File: src/rtl/game_pkg.sv
// rtl/game_pkg.sv - shared target-state type and default game constants
package game_pkg;

  typedef enum logic [1:0] {
    ALIVE,
    INVULN,
    DEFEATED
  } target_state_t;

  localparam int DEFAULT_TARGETS = 4;
  localparam int DEFAULT_BOSS_HP = 10;
  localparam int DEFAULT_IFRAMES = 8;

endpackage

File: src/rtl/hit_channel.sv
// rtl/hit_channel.sv - one target: hit edge detect, i-frame cooldown, saturating count, defeat
module hit_channel
  import game_pkg::*;
#(
  parameter int HP       = DEFAULT_BOSS_HP,
  parameter int COOLDOWN = DEFAULT_IFRAMES,
  localparam int CW      = $clog2(HP + 1),
  localparam int TW      = (COOLDOWN > 0) ? $clog2(COOLDOWN + 1) : 1
) (
  input  logic          clk,
  input  logic          reset_n,
  input  logic          frame_tick,
  input  logic          hit,
  input  logic          clear,
  output logic [CW-1:0] count,
  output logic          invuln,
  output logic          defeated,
  output logic          defeated_pulse
);

  localparam logic [CW-1:0] LAST_HIT = CW'(HP - 1);
  localparam logic [CW-1:0] FULL     = CW'(HP);
  localparam logic [TW-1:0] CD_LOAD  = TW'(COOLDOWN);
  localparam logic [TW-1:0] CD_ONE   = TW'(1);

  target_state_t state_q, state_d;
  logic [CW-1:0] count_q, count_d;
  logic [TW-1:0] cd_q, cd_d;
  logic          prev_hit_q;
  logic          pulse_q, pulse_d;
  logic          rise;

  assign rise = hit & ~prev_hit_q;

  always_ff @(posedge clk or negedge reset_n) begin
    if (!reset_n) begin
      state_q    <= ALIVE;
      count_q    <= '0;
      cd_q       <= '0;
      prev_hit_q <= 1'b0;
      pulse_q    <= 1'b0;
    end else begin
      state_q    <= state_d;
      count_q    <= count_d;
      cd_q       <= cd_d;
      prev_hit_q <= hit;
      pulse_q    <= pulse_d;
    end
  end

  always_comb begin
    state_d = state_q;
    count_d = count_q;
    cd_d    = cd_q;
    pulse_d = 1'b0;
    if (clear) begin
      state_d = ALIVE;
      count_d = '0;
      cd_d    = '0;
    end else begin
      case (state_q)
        ALIVE: begin
          if (rise) begin
            if (count_q == LAST_HIT) begin
              count_d = FULL;
              state_d = DEFEATED;
              pulse_d = 1'b1;
            end else begin
              count_d = count_q + 1'b1;
              if (COOLDOWN > 0) begin
                state_d = INVULN;
                cd_d    = CD_LOAD;
              end
            end
          end
        end
        // Rises during i-frames are dropped, including on the tick that ends them.
        INVULN: begin
          if (frame_tick) begin
            cd_d = cd_q - 1'b1;
            if (cd_q == CD_ONE) state_d = ALIVE;
          end
        end
        DEFEATED: ;
        default: state_d = ALIVE;
      endcase
    end
  end

  assign count          = count_q;
  assign invuln         = (state_q == INVULN);
  assign defeated       = (state_q == DEFEATED);
  assign defeated_pulse = pulse_q;

endmodule

File: src/rtl/multi_target_hit_tracker.sv
// rtl/multi_target_hit_tracker.sv - NUM_TARGETS independent hit channels with packed outputs
module multi_target_hit_tracker
  import game_pkg::*;
#(
  parameter int NUM_TARGETS = DEFAULT_TARGETS,
  parameter int HP          = DEFAULT_BOSS_HP,
  parameter int COOLDOWN    = DEFAULT_IFRAMES,
  localparam int CW         = $clog2(HP + 1)
) (
  input  logic                      clk,
  input  logic                      reset_n,
  input  logic                      frame_tick,
  input  logic [NUM_TARGETS-1:0]    hit,
  input  logic [NUM_TARGETS-1:0]    clear,
  output logic [NUM_TARGETS*CW-1:0] count,
  output logic [NUM_TARGETS-1:0]    invuln,
  output logic [NUM_TARGETS-1:0]    defeated,
  output logic [NUM_TARGETS-1:0]    defeated_pulse
);

  for (genvar i = 0; i < NUM_TARGETS; i++) begin : g_ch
    hit_channel #(
      .HP       (HP),
      .COOLDOWN (COOLDOWN)
    ) u_ch (
      .clk            (clk),
      .reset_n        (reset_n),
      .frame_tick     (frame_tick),
      .hit            (hit[i]),
      .clear          (clear[i]),
      .count          (count[i*CW +: CW]),
      .invuln         (invuln[i]),
      .defeated       (defeated[i]),
      .defeated_pulse (defeated_pulse[i])
    );
  end

endmodule

File: config.mk
export PLATFORM = sky130hd
export DESIGN_NAME = multi_target_hit_tracker
export DESIGN_NICKNAME = d
export VERILOG_FILES = /design/src/rtl/game_pkg.sv /design/src/rtl/hit_channel.sv /design/src/rtl/multi_target_hit_tracker.sv
export SDC_FILE = /design/constraint.sdc
export NUM_CORES = 1
export LEC_CHECK = 0
export BUFFER_PORTS_ARGS = -buffer_cell sky130_fd_sc_hd__buf_2
export CAP_MARGIN = 15
export CORE_MARGIN = 5
export CORE_UTILIZATION = 35
export CTS_CLUSTER_SIZE = 40
export DETAILED_ROUTE_END_ITERATION = 16
export PLACE_DENSITY = 0.49
export SLEW_MARGIN = 10
export SYNTH_ARGS = -nofsm -noshare
export SYNTH_HDL_FRONTEND = slang
export SYNTH_SLANG_ARGS = --single-unit
File: constraint.sdc
create_clock -name clk -period 2.8 [get_ports clk]
set_input_delay 0.14 -clock clk [delete_from_list [all_inputs] [get_ports clk]]
set_output_delay 0.14 -clock clk [all_outputs]
set_load 0.01 [all_outputs]
# Yosys cells after proc, flatten, opt, wreduce, memory -nomap -nowiden
# Cells that the tools add are included.
# op_classes
n_addsub	8
mul	0
div_mod_pow	0
magnitude_cmp	0
n_eq_ne	36
shift	0
muxes	76
n_bitwise	8
n_reduce_logical	28
# ops
op	count
2-to-1 mux 4 bit	32
2-to-1 mux 2 bit	20
inequality test 3 bit (second input constant)	12
case mux 4 bit (2 select lines)	4
AND reduction 4 bit	8
case mux 2 bit (3 select lines)	4
adder 4 x 1 -> 4 bit (second input constant)	4
equality test 4 x 1 -> 1 bit (second input constant)	4
equality test 4 bit (second input constant)	4
2-to-1 mux 1 bit	16
nonzero test 2 bit	8
subtractor 4 x 1 -> 4 bit (second input constant)	4
inequality test 3 x 2 -> 1 bit (second input constant)	4
nonzero test 3 bit	4
equality test 2 x 1 -> 1 bit (second input constant)	4
equality test 2 bit (second input constant)	4
zero test 2 bit	4
inequality test 2 bit (second input constant)	4
AND reduction 2 bit	4
AND 1 bit	4
inverter 1 bit	4
# word_totals
ff_bits	48
latchBits	0
ramBits	0
mem_bits_ro	0
wordCells	176
mem_count	0

# Longest topological paths before layout
# depth
depth_word	5
ltp_mapped	6

# By module
# From an unflattened synthesis, not the netlist that was laid out.
# hier_totals
cells_unflattened	269
hier_area_um2	2735.1
# modules_own_cells
module	instances	cells_each	area_per_inst_um2	seq_area_each_um2
hit_channel at g_ch[0].u_ch ...	2	66	688.2	300.3
hit_channel at g_ch[1].u_ch	1	69	685.7	300.3
hit_channel at g_ch[3].u_ch	1	68	673.1	300.3

# Worst setup path before layout
# Ideal clock, no wire load.
# synth_path
path_kind	reg2reg
from	reg g_ch[1].u_ch.count_q[0]
to	reg g_ch[1].u_ch.cd_q[1]
setup_ns	0.128
arrival_ns	1.486
setup_slack_ns	1.187
path_stages_with_launch	6
cell_sequence	dfrtp_1 ha_1 and3b_1 a21oi_1 o21ai_1 mux2_1
# synth_between
elab_chain_len	3
# synth_rtl
item	line	source
start: declaration	hit_channel.sv:27	logic [CW-1:0] count_q, count_d;
start signal: assignment	hit_channel.sv:44	count_q <= count_d;
equality test 4 bit	hit_channel.sv:64	if (count_q == LAST_HIT) begin
inequality test 3 bit (no source line)	-	
AND reduction 4 bit (no source line)	-	
end signal: assignment	hit_channel.sv:39	cd_q <= '0;
end signal: assignment	hit_channel.sv:45	cd_q <= cd_d;
end: declaration	hit_channel.sv:28	logic [TW-1:0] cd_q, cd_d;
# Every way passes these cells.
# A chain may end at the register's enable or synchronous reset.

# Final worst setup path
# layout_path
from	reg g_ch[0].u_ch.count_q[0]
to	reg g_ch[0].u_ch.cd_q[3]
# layout_between
elab_chain_len	3
# layout_rtl
item	line
start: declaration	hit_channel.sv:27
start signal: assignment	hit_channel.sv:44
equality test 4 bit	hit_channel.sv:64
inequality test 3 bit (no source line)	-
AND reduction 4 bit (no source line)	-
end signal: assignment	hit_channel.sv:39
end signal: assignment	hit_channel.sv:45
end: declaration	hit_channel.sv:28
# Every way passes these cells.

==> impl_metrics.tcl <==
set metrics [dict create \
    totalNegativeSetupSlack_ns 0 \
    totalWireLength_mm 5.44 \
    crit-reg2reg-launch "g_ch[0].u_ch.count[0]$_DFFE_PN0P_" \
    synthMostInstantiatedCell "sky130_fd_sc_hd__dfrtp_1" \
    initial_utilization_pct 35.5 \
    worstPathMaxFanout 6 \
    dpl_cell_area_um2 2900 \
    cp_data_required_time_ns 3.00 \
    slew_violations 0 \
    hpwlAfterDp_mm 3.78 \
    drt_first_pass_iters 4 \
    cts-htree-levels 2 \
    cpMaxStageDelayCell "sky130_fd_sc_hd__dfrtp_1" \
    grt_first_pass_wirelength_mm 9.42 \
    ys_seq_elements 48 \
    placement.io_buffers 38 \
    remaining_drc_errors 0 \
    ys_types 50 \
    pin_count 39 \
    cts_made_buffers 5 \
    largest_net_degree_at_the_start_of_global_routing 36 \
    chipHeight_um 98.1 \
    hold_class "input port to flip-flop" \
    max_clock_freq_mhz 571 \
    pleak_nw 1.45 \
    tightestPinTransition_ns 0.551 \
    worst_r2r_endpoint "g_ch[0].u_ch.cd_q[3]$_DFFE_PN0P_" \
    fillerInstances 789 \
    clkSinkCount 48 \
    ys.flop_type "sky130_fd_sc_hd__dfrtp_1" \
    critical_path.startpoint_type "flip-flop" \
    cts.path.max_buffers 2 \
    unrepaired_setup_endpoints_after_global_routing "no" \
    p_per_area_nw_per_um2 480 \
    cts_resized 0 \
    detail-route-antenna-nets 0 \
    cp.depth 5 \
    max-vdd-ir-drop_mv 0.202 \
    fin_crit_ns 1.75 \
    design.die.area_um2 9630 \
    setup_viol 0 \
    post_route_cells_drive_above_1_share_pct 17.3 \
    syn-mean-instance-area_um2 9.78 \
    ff2ff_setup_slack_ns 1.05 \
    finalInstanceArea_um2 3060 \
    starting_drc_count_in_detailed_routing 54 \
    setup.worst_path.start "g_ch[0].u_ch.count[0]$_DFFE_PN0P_" \
    ranking_of_synthesized_cells_by_instance_count "48 x sky130_fd_sc_hd__dfrtp_1, 31 x sky130_fd_sc_hd__nor2_1, 18 x sky130_fd_sc_hd__inv_1" \
    timing.critical_path.cells "ha_1 > and3b_1 > a21oi_1 > a31oi_1 > a311oi_1" \
    slowest_delay_ns 0.44 \
    cts_setup_buffers 0 \
    nets 333 \
    vias 2013 \
    core_region_area_um2 7650 \
    multi_input_gate_area_in_the_final_layout_um2 1310 \
    grt_antenna_before_repair 0 \
    synth_area_leaders "sky130_fd_sc_hd__dfrtp_1 44%, sky130_fd_sc_hd__ha_1 7.4%, sky130_fd_sc_hd__nor2_1 4.3%" \
    synth-async-reset-ratio_pct 100 \
    fin_worst_hold_slack_ns 0.147 \
    final.period_utilization_pct 62.6 \
    critPathCaptureType "flip-flop" \
    die-width_um 98.1 \
    num_antenna_cells 0 \
    hold_violations 0 \
    detail_route.vias_per_cell 4.92 \
    grt_pass1_vias 2043 \
    clock_tree_from_tritoncts "built" \
    maxCapViolCount 0 \
    global_route.overflow_total 0 \
    number_of_buffer_and_inverter_instances_along_the_worst_setup_path 0 \
    outcome "finished clean" \
    timing.slew.headroom_pct 62.7 \
    grt_util_all_layers_pct 11.7 \
    critPathTopFamily "compound AO/OA/AOI/OAI gates" \
    synth.top_cell.area_share_pct 44.2 \
    syn_inst 278 \
    final.setup_skew_ns 0.0116 \
    layout-area-overhead-vs-synth_pct 12.7 \
    gp_routability_congestion 0.794 \
    clkLatencyLatePin_ns 0.30 \
    timing.critical_path.arrival_ns 1.95 \
    synthesis.nets 305 \
    path_class "flip-flop to flip-flop" \
    rr_worst_depth 5 \
    totalPowerFinal_mw 1.47 \
    postLayoutSetupSlackWorst_ns 1.05 \
    number_of_enable_type_register_cells_in_the_synthesized_netlist 0 \
    yosys_warning_count 0 \
    cell_accounting_for_the_most_synthesized_area "sky130_fd_sc_hd__dfrtp_1" \
    clock_pin_slew_worst_setup_and_hold_paths_ns 0.09 \
    timing.critical_path.to "g_ch[0].u_ch.cd_q[3]$_DFFE_PN0P_" \
    final-seq-area_um2 1200 \
    wl_per_instance_um 13.3 \
    rows 32 \
    placement.setup.worst_slack_ns 1.08 \
    mappedNetlistArea_um2 2720 \
    clockRootBuffer "sky130_fd_sc_hd__clkbuf_8" \
    synth_seq_area_share_pct 44.2 \
]
==> state kept, by name (all words and copies together), names as in the netlist <==
name and cells:
g_ch.u_ch.cd_q 16, g_ch.u_ch.count 16, g_ch.u_ch.defeated_pulse 4, g_ch.u_ch.prev_hit_q 4, g_ch.u_ch.state_q 8
==> per-stage QoR <==
step                utilization, %  std cells
global route                  40.0        409
CTS                           40.0        409
global placement              37.9        396
floorplan                        -        278
detailed placement            37.9        396
finish                        40.0        409
==> layout by cell type, fill, tap and decap left out, types with 2 or more instances in the layout <==
| cell type | synthesis | final |
|---|---|---|
| sky130_fd_sc_hd__nand3_1 | 2 | 2 |
| sky130_fd_sc_hd__nor4b_1 | 4 | 4 |
| sky130_fd_sc_hd__dfrtp_1 | 48 | 48 |
| sky130_fd_sc_hd__o31ai_1 | 2 | 2 |
| sky130_fd_sc_hd__buf_2 | 3 | 38 |
| sky130_fd_sc_hd__mux2i_1 | 3 | 3 |
| sky130_fd_sc_hd__nand2b_1 | 2 | 2 |
| sky130_fd_sc_hd__xor2_1 | 4 | 4 |
| sky130_fd_sc_hd__clkbuf_8 | 0 | 5 |
| sky130_fd_sc_hd__o21ai_0 | 2 | 2 |
| sky130_fd_sc_hd__inv_1 | 18 | 18 |
| sky130_fd_sc_hd__ha_1 | 16 | 16 |
| sky130_fd_sc_hd__a311oi_1 | 2 | 2 |
| sky130_fd_sc_hd__nand4_1 | 4 | 4 |
| sky130_fd_sc_hd__nand3b_1 | 6 | 6 |
| sky130_fd_sc_hd__and3b_1 | 3 | 3 |
| sky130_fd_sc_hd__nor2b_1 | 10 | 10 |
| sky130_fd_sc_hd__dlygate4sd3_1 | 0 | 5 |
| sky130_fd_sc_hd__a211oi_1 | 5 | 5 |
| sky130_fd_sc_hd__o21ai_1 | 3 | 3 |
| sky130_fd_sc_hd__a21oi_1 | 16 | 16 |
| sky130_fd_sc_hd__nor4_1 | 12 | 12 |
| sky130_fd_sc_hd__a31oi_1 | 5 | 5 |
| sky130_fd_sc_hd__nor4b_4 | 3 | 3 |
| sky130_fd_sc_hd__a21o_1 | 5 | 5 |
| sky130_fd_sc_hd__nor3_1 | 9 | 9 |
| sky130_fd_sc_hd__nor2_1 | 31 | 31 |
| sky130_fd_sc_hd__or3b_1 | 2 | 2 |
| sky130_fd_sc_hd__or3_1 | 3 | 3 |
| sky130_fd_sc_hd__nand2_1 | 16 | 16 |
==> logic make-up (layout without fill, tap and decap cells) <==
family	after synthesis	in the layout	share of synthesized area, %
compound gates	48	48	11.5
xor+xnor	5	5	1.61
fa+ha+maj	16	16	7.37
simple gates	115	115	25.7
flops	48	48	44.2
buf+inv	41	70	7.73
mux	5	5	1.93
==> layer usage <==
metal | part of all wire [%] | global-route usage (%) | vias up
li1 | - | - | 1029
met1 | 49 | 15.8 | 955
met2 | 47 | 18.5 | 23
met3 | 2.6 | 3.07 | 6
met4 | 1.3 | 3.73 | 0
met5 | 0 | 0 | -
==> cell type report <==
cell class                      count  area share (%)
Tap cell                          102            4.17
Sequential cell                    48            39.2
Multi-Input combinational cell    189            42.7
Timing Repair Buffer               44            8.09
Clock buffer                        5            2.25
Inverter                           18            2.21
Clock inverter                      3            1.39
==> where the power goes <==
part	switching, mW	internal, mW	total (mW)
Sequential	0.0448	0.726	0.770
Clock	0.239	0.265	0.504
Combinational	0.109	0.0862	0.195
==> repair_timing <==
action | in CTS | in global routing
hold buffers | 5 | 0
endpoints found under the setup margin | 0 | 0
endpoints found under the hold margin | 17 | 0
==> worst min-delay path by stage <==
stage             start  slack [ns]  cells past startpoint                                end
2_1_floorplan   reset_n       -0.16                      0   g_ch[0].u_ch.cd_q[0]$_DFFE_PN0P_
3_5_place_dp    reset_n        0.07                      1  g_ch[3].u_ch.count[0]$_DFFE_PN0P_
3_3_place_gp    reset_n        0.06                      1  g_ch[3].u_ch.count[0]$_DFFE_PN0P_
6_report       clear[1]        0.15                      2  g_ch[1].u_ch.count[0]$_DFFE_PN0P_
4_1_cts        clear[1]        0.13                      2  g_ch[1].u_ch.count[0]$_DFFE_PN0P_
5_1_grt        clear[1]        0.15                      2  g_ch[1].u_ch.count[0]$_DFFE_PN0P_
Power figures use the tool's default switching activity.
